==> config.mk <==
export PLATFORM = sky130hd
export DESIGN_NAME = exu_pipeline_ctrl_flat
export DESIGN_NICKNAME = d
export VERILOG_FILES = /design/src/rtl/exu_pkg.sv /design/src/rtl/exu_pipeline_ctrl_if.sv /design/src/rtl/exu_decode.sv /design/src/rtl/exu_pipeline_ctrl.sv /design/src/flat_wrapper.sv
export SDC_FILE = /design/constraint.sdc
export NUM_CORES = 1
export LEC_CHECK = 0
export ABC_AREA = 1
export CELL_PAD_IN_SITES_DETAIL_PLACEMENT = 2
export CELL_PAD_IN_SITES_GLOBAL_PLACEMENT = 2
export CORE_ASPECT_RATIO = 0.5
export CORE_MARGIN = 5
export CORE_UTILIZATION = 27
export CTS_CLUSTER_SIZE = 20
export DETAILED_ROUTE_END_ITERATION = 7
export HOLD_SLACK_MARGIN = 0.03
export PLACE_DENSITY = 0.75
export RECOVER_POWER = 25
export SETUP_SLACK_MARGIN = 0.05
export SKIP_CTS_REPAIR_TIMING = 1
export SYNTH_ARGS = -nofsm -noshare
export SYNTH_HDL_FRONTEND = slang
export SYNTH_SLANG_ARGS = --single-unit
==> constraint.sdc <==
create_clock -name clk -period 2.1 [get_ports clk]
set_input_delay 0.42 -clock clk [delete_from_list [all_inputs] [get_ports clk]]
set_output_delay 0.42 -clock clk [all_outputs]
set_load 0.05 [all_outputs]
==> src/rtl/exu_pkg.sv <==
// Shared definitions for the 4-stage pipeline sequencer: opcodes, instruction
// field positions and the decoded-control bundle carried from ID into EX.
package exu_pkg;

  localparam logic [1:0] OPC_ADD  = 2'b00;
  localparam logic [1:0] OPC_SLLI = 2'b01;
  localparam logic [1:0] OPC_JMP  = 2'b10;
  localparam logic [1:0] OPC_NOP  = 2'b11;

  localparam int OPC_HI = 7;
  localparam int OPC_LO = 6;
  localparam int RD_HI  = 5;
  localparam int RD_LO  = 3;
  localparam int RS_HI  = 2;
  localparam int RS_LO  = 0;
  localparam int OFF_HI = 5;
  localparam int OFF_LO = 0;

  typedef struct packed {
    logic       regwrite;
    logic       alusrc;
    logic [2:0] rd;
    logic [2:0] rs;
  } ctrl_t;

  localparam ctrl_t CTRL_BUBBLE = '0;

  function automatic logic [1:0] opcode_of(input logic [7:0] instr);
    return instr[OPC_HI:OPC_LO];
  endfunction

endpackage

==> src/rtl/exu_pipeline_ctrl_if.sv <==
// Bundle of fetch-side inputs and stage-control outputs of the sequencer;
// the sequencer sits on the slave side, the core/bench on the master side.
interface exu_pipeline_ctrl_if #(
  parameter int RETIRE_W = 16
);

  logic                stall_i;
  logic                if_valid_i;
  logic [7:0]          if_instr_i;
  logic                retire_clr_i;
  logic                id_ex_alusrc_o;
  logic                id_ex_regwrite_o;
  logic [2:0]          id_ex_rd_o;
  logic [2:0]          id_ex_rs_o;
  logic                fwd_ctrl_o;
  logic                ex_wb_regwrite_o;
  logic [2:0]          ex_wb_rd_o;
  logic                pc_load_o;
  logic [5:0]          jump_off_o;
  logic                ifid_valid_o;
  logic [RETIRE_W-1:0] retire_cnt_o;

  modport master (
    output stall_i, if_valid_i, if_instr_i, retire_clr_i,
    input  id_ex_alusrc_o, id_ex_regwrite_o, id_ex_rd_o, id_ex_rs_o,
    input  fwd_ctrl_o, ex_wb_regwrite_o, ex_wb_rd_o,
    input  pc_load_o, jump_off_o, ifid_valid_o, retire_cnt_o
  );

  modport slave (
    input  stall_i, if_valid_i, if_instr_i, retire_clr_i,
    output id_ex_alusrc_o, id_ex_regwrite_o, id_ex_rd_o, id_ex_rs_o,
    output fwd_ctrl_o, ex_wb_regwrite_o, ex_wb_rd_o,
    output pc_load_o, jump_off_o, ifid_valid_o, retire_cnt_o
  );

endinterface

==> src/rtl/exu_decode.sv <==
// Combinational ID-stage decoder: turns the IF/ID entry into ALU controls and
// flags whether it writes a register or requests a jump.
module exu_decode
  import exu_pkg::*;
(
  input  logic       valid,
  input  logic [7:0] instr,
  output ctrl_t      ctrl,
  output logic       writer,
  output logic       jump
);

  logic [1:0] op;

  assign op = opcode_of(instr);

  // Anything that is not a live add/slli leaves ID as an all-zero bubble.
  always_comb begin
    ctrl   = CTRL_BUBBLE;
    writer = valid && (op == OPC_ADD || op == OPC_SLLI);
    jump   = valid && (op == OPC_JMP);
    if (writer) begin
      ctrl.regwrite = 1'b1;
      ctrl.alusrc   = (op == OPC_SLLI);
      ctrl.rd       = instr[RD_HI:RD_LO];
      ctrl.rs       = instr[RS_HI:RS_LO];
    end
  end

endmodule

==> src/rtl/exu_pipeline_ctrl.sv <==
// Pipeline sequencer for the IF/ID/EX/WB 8-bit core: stage registers, forwarding
// select, jump flush and a saturating retired-instruction counter.
module exu_pipeline_ctrl
  import exu_pkg::*;
#(
  parameter int RETIRE_W = 16
) (
  input logic               clk,
  input logic               rst_n,
  exu_pipeline_ctrl_if.slave bus
);

  logic                ifid_valid;
  logic [7:0]          ifid_instr;
  ctrl_t               id_ctrl;
  logic                id_writer;
  logic                id_jump;
  ctrl_t               id_ex;
  logic                fwd_ctrl;
  logic                ex_wb_regwrite;
  logic [2:0]          ex_wb_rd;
  logic [RETIRE_W-1:0] retire_cnt;
  logic                flush;

  exu_decode u_decode (
    .valid  (ifid_valid),
    .instr  (ifid_instr),
    .ctrl   (id_ctrl),
    .writer (id_writer),
    .jump   (id_jump)
  );

  // A stalled jump keeps waiting in ID, so the flush fires on the first free cycle.
  assign flush = id_jump & ~bus.stall_i;

  always_ff @(posedge clk or negedge rst_n) begin
    if (!rst_n) begin
      ifid_valid     <= 1'b0;
      ifid_instr     <= '0;
      id_ex          <= CTRL_BUBBLE;
      fwd_ctrl       <= 1'b0;
      ex_wb_regwrite <= 1'b0;
      ex_wb_rd       <= '0;
    end else if (!bus.stall_i) begin
      ifid_valid     <= bus.if_valid_i & ~flush;
      ifid_instr     <= bus.if_instr_i;
      id_ex          <= id_ctrl;
      fwd_ctrl       <= id_writer & id_ex.regwrite & (id_ctrl.rd == id_ex.rd);
      ex_wb_regwrite <= id_ex.regwrite;
      ex_wb_rd       <= id_ex.rd;
    end
  end

  // Clear wins over increment and is honoured even while the pipe is frozen.
  always_ff @(posedge clk or negedge rst_n) begin
    if (!rst_n) begin
      retire_cnt <= '0;
    end else if (bus.retire_clr_i) begin
      retire_cnt <= '0;
    end else if (!bus.stall_i && ex_wb_regwrite && (retire_cnt != '1)) begin
      retire_cnt <= retire_cnt + RETIRE_W'(1);
    end
  end

  assign bus.pc_load_o        = flush;
  assign bus.jump_off_o       = flush ? ifid_instr[OFF_HI:OFF_LO] : 6'd0;
  assign bus.ifid_valid_o     = ifid_valid;
  assign bus.id_ex_alusrc_o   = id_ex.alusrc;
  assign bus.id_ex_regwrite_o = id_ex.regwrite;
  assign bus.id_ex_rd_o       = id_ex.rd;
  assign bus.id_ex_rs_o       = id_ex.rs;
  assign bus.fwd_ctrl_o       = fwd_ctrl;
  assign bus.ex_wb_regwrite_o = ex_wb_regwrite;
  assign bus.ex_wb_rd_o       = ex_wb_rd;
  assign bus.retire_cnt_o     = retire_cnt;

endmodule

==> src/flat_wrapper.sv <==
// flat-port wrapper written by rule: the top's interface ports become plain ports
module exu_pipeline_ctrl_flat import exu_pkg::*;
#(
  parameter int RETIRE_W = 16
)
  (clk, rst_n, bus_stall_i, bus_if_valid_i, bus_if_instr_i, bus_retire_clr_i, bus_id_ex_alusrc_o, bus_id_ex_regwrite_o, bus_id_ex_rd_o, bus_id_ex_rs_o, bus_fwd_ctrl_o, bus_ex_wb_regwrite_o, bus_ex_wb_rd_o, bus_pc_load_o, bus_jump_off_o, bus_ifid_valid_o, bus_retire_cnt_o);
  exu_pipeline_ctrl_if #(.RETIRE_W(RETIRE_W)) bus_i ();
  input logic clk;
  input logic rst_n;
  input wire logic [$bits(bus_i.stall_i)-1:0] bus_stall_i;
  input wire logic [$bits(bus_i.if_valid_i)-1:0] bus_if_valid_i;
  input wire logic [$bits(bus_i.if_instr_i)-1:0] bus_if_instr_i;
  input wire logic [$bits(bus_i.retire_clr_i)-1:0] bus_retire_clr_i;
  output wire logic [$bits(bus_i.id_ex_alusrc_o)-1:0] bus_id_ex_alusrc_o;
  output wire logic [$bits(bus_i.id_ex_regwrite_o)-1:0] bus_id_ex_regwrite_o;
  output wire logic [$bits(bus_i.id_ex_rd_o)-1:0] bus_id_ex_rd_o;
  output wire logic [$bits(bus_i.id_ex_rs_o)-1:0] bus_id_ex_rs_o;
  output wire logic [$bits(bus_i.fwd_ctrl_o)-1:0] bus_fwd_ctrl_o;
  output wire logic [$bits(bus_i.ex_wb_regwrite_o)-1:0] bus_ex_wb_regwrite_o;
  output wire logic [$bits(bus_i.ex_wb_rd_o)-1:0] bus_ex_wb_rd_o;
  output wire logic [$bits(bus_i.pc_load_o)-1:0] bus_pc_load_o;
  output wire logic [$bits(bus_i.jump_off_o)-1:0] bus_jump_off_o;
  output wire logic [$bits(bus_i.ifid_valid_o)-1:0] bus_ifid_valid_o;
  output wire logic [$bits(bus_i.retire_cnt_o)-1:0] bus_retire_cnt_o;
  assign bus_i.stall_i = bus_stall_i;
  assign bus_i.if_valid_i = bus_if_valid_i;
  assign bus_i.if_instr_i = bus_if_instr_i;
  assign bus_i.retire_clr_i = bus_retire_clr_i;
  assign bus_id_ex_alusrc_o = bus_i.id_ex_alusrc_o;
  assign bus_id_ex_regwrite_o = bus_i.id_ex_regwrite_o;
  assign bus_id_ex_rd_o = bus_i.id_ex_rd_o;
  assign bus_id_ex_rs_o = bus_i.id_ex_rs_o;
  assign bus_fwd_ctrl_o = bus_i.fwd_ctrl_o;
  assign bus_ex_wb_regwrite_o = bus_i.ex_wb_regwrite_o;
  assign bus_ex_wb_rd_o = bus_i.ex_wb_rd_o;
  assign bus_pc_load_o = bus_i.pc_load_o;
  assign bus_jump_off_o = bus_i.jump_off_o;
  assign bus_ifid_valid_o = bus_i.ifid_valid_o;
  assign bus_retire_cnt_o = bus_i.retire_cnt_o;
  exu_pipeline_ctrl #(.RETIRE_W(RETIRE_W)) u_core (.clk(clk), .rst_n(rst_n), .bus(bus_i));
endmodule
==> results.toml <==
[timing]
fmax_mhz = 501.4
relSlewSlack_pct = 32.99
finalSetupTns_ns = 0
post-route-period-util_pct = 94.98
finClkSkew_ns = 0.007404
fin_hold_ws_ns = 0.3927
finalHoldViolCount = 0
rsz0062_at_grt = "false"
slew_violations = 0
fin_crit_ns = 1.995
setup_viol = 0
tightest_slew_ns = 1.005

[power]
irDropWorstVdd_mv = 0.2775
p_per_area_mw_per_mm2 = 664.4
p_leak_nw = 1.358
total_power_mw = 1.899

[worst_setup_path]
required_ns = 1.68
worstPathArrival_ns = 1.57
path_max_fanout = 5
cp_slowest_cell = "clkdlybuf4s50_1"
slowest_delay_ns = 0.84
critPathKind = "reg2out"
crit_chain = "clkdlybuf4s50_1"
crit_buf_inv = 1
critPathLaunchType = "register"
path_delay_family = "buffers and inverters"
end_kind = "output port"

[global_routing]
grt_pass1_vias = 2183
track_usage_pct = 15.47
grt_pass1_wl_mm = 11.07
antenna_found_initial = 0
grt_max_degree = 39
overflow = 0

[floorplanning]
dieArea_mm2 = 0.009222
fp.dieW_um = 130.9
num_rows = 22
initial_utilization_pct = 27.36
core_area_mm2 = 0.007212
die_y_um = 70.45
pin_count = 50

[synthesis]
synth_area_per_cell_um2 = 7.768
ys_seq_elements = 38
synth-xor-area-share_pct = 2.219
synth-compound-area-share_pct = 8.180
synth_fa_ha_area_share_pct = 0.6341
syn_inst = 254
synth_top_area_share_pct = 48.19
yosys.area_share.simple_pct = 34.05
synth.area.mux_share_pct = 0
synth_top_family_by_area = "simple AND/OR/NAND/NOR gates"
ys_types = 24
yosysWarnings = 0
synthTopCellsByArea = "dfrtp_1 (48%), nand2_1 (16%), o21ai_0 (5.6%)"
syn-num-nets = 268
synth_seq_area_share_pct = 48.19
yosys.area.top_type = "dfrtp_1"
syn_area_mm2 = 0.001973

[route]
drtPass1Iterations = 4
ant_nets = 0
num_vias = 1920
drt_iter0_markers = 44
wl_mm = 6.421
drc = 0
via_per_inst = 4.683
routedWlPerCell_um = 15.66

[cts]
cts_sinks = 38
worst_skew_pair.late_latency_ns = 0.29
root_buffer = "clkbuf_16"
cts_tree = "yes"
cts_htree_levels = 2
clk_path_buf_depth = 2
cts_buffers = 5
clkTransAtPathRegs_ns = 0.06

[finish]
final_cell_area_mm2 = 0.002858
area_growth_pct = 44.83
drive_above_1_share_pct = 14.65
final_util_pct = 39.63
diodes = 0
nets = 327

[placement]
post-dp-hpwl_mm = 4.772
portBuffers = 49
place_area_mm2 = 0.002676
gp_congestion = 0.7972

[status]
status = "complete, no violations"

[run]
maxCapViolCount = 0

[hold_path]
hold_path_class = "in2async"
stage by stage:
stage / setup WS (ns) / cells
2_1_floorplan: 0.06786 / 254
3_3_place_gp: 0.07698 / 402
3_5_place_dp: 0.04843 / 402
4_1_cts: 0.04254 / 410
5_1_grt: 0.04704 / 410
6_report: 0.1055 / 410
layer usage:
metal  global-route usage (%)  up-vias  wire length [µm]
met4                    6.157        0               122
met1                    18.48      961              2821
li1                         -      932                 -
met3                    2.827        7               150
met5                        0        -                 0
met2                    27.27       20              3327
cells by family after synthesis:
kind of cell | count (synthesis)
simple gates | 152
flops | 38
buf+inv | 30
compound gates | 28
xor+xnor | 5
fa+ha+maj | 1
state kept, by name, indices dropped and copies added (netlist names):
register,count
u_core.bus.retire_cnt_o,16
u_core.ifid_instr,8
u_core.bus.ex_wb_rd_o,3
u_core.bus.id_ex_rd_o,3
u_core.bus.id_ex_rs_o,3
u_core.bus.ex_wb_regwrite_o,1
u_core.bus.fwd_ctrl_o,1
u_core.bus.id_ex_alusrc_o,1
u_core.bus.id_ex_regwrite_o,1
u_core.bus.ifid_valid_o,1
layout by cell type, fill, tap and decap left out, types with 2 or more instances in the layout:
cell and n:
buf_12 7, buf_4 8, clkbuf_16 5, clkdlybuf4s50_1 35, dfrtp_1 38, dlymetal6s2s_1 6, inv_1 22, nand2_1 86
nand2_2 5, nand3_1 8, nand4_1 16, nor2_1 22, nor2_2 8, nor2_4 3, o21ai_0 22, o21bai_1 4
or2_2 2, xor2_1 5
area by class of cell:
class                   instances  area (µm²)
fillers                       819        4354
flip-flops and latches         38       950.9
well taps                      96       120.1
clock inverters                 2       12.51
inverters                      24       92.59
clock buffers                   6       138.9
repair buffers                 58       635.6
multi-input cells             186       907.1
power by group:
part / internal (mW) / switching, mW / leakage (nW) / total, mW
logic: 0.105 / 0.212 / 0.777 / 0.317
clock network: 0.470 / 0.314 / 0.0729 / 0.784
registers: 0.770 / 0.0276 / 0.509 / 0.798
worst paths after layout:
path | startpoint | endpoint | slack [ns] | depth (start not counted)
setup / recovery | u_core.bus.retire_cnt_o[3]$_DFFE_PN0P_ | bus_retire_cnt_o[3] | 0.11 | 1
hold / removal | rst_n | u_core.bus.retire_cnt_o[0]$_DFFE_PN0P_ | 0.39 | 2
setup reg to reg | u_core.bus.retire_cnt_o[0]$_DFFE_PN0P_ | u_core.bus.retire_cnt_o[1]$_DFFE_PN0P_ | 0.36 | 9
hold reg to reg | u_core.bus.ex_wb_rd_o[2]$_DFFE_PN0N_ | u_core.bus.ex_wb_rd_o[2]$_DFFE_PN0N_ | 0.49 | 2
max in group asynchronous | rst_n | u_core.bus.ex_wb_rd_o[1]$_DFFE_PN0N_ | 1.09 | 2
min in group clk | u_core.bus.ex_wb_rd_o[2]$_DFFE_PN0N_ | u_core.bus.ex_wb_rd_o[2]$_DFFE_PN0N_ | 0.49 | 2
cell usage after synthesis:
cell type,number
nand2_1,86
dfrtp_1,38
nor2_1,29
inv_1,22
o21ai_0,22
nand4_1,16
nand3_1,8
nand2_2,5
xor2_1,5
o21bai_1,4
clkbuf_1,3
nor2_4,3
or2_2,2
a21oi_1,1
buf_1,1
buf_12,1
buf_2,1
clkinv_1,1
ha_1,1
inv_4,1
nand2_4,1
nor2_2,1
nor3_1,1
o21ai_4,1
No activity file was read; power rests on OpenSTA's default activity.
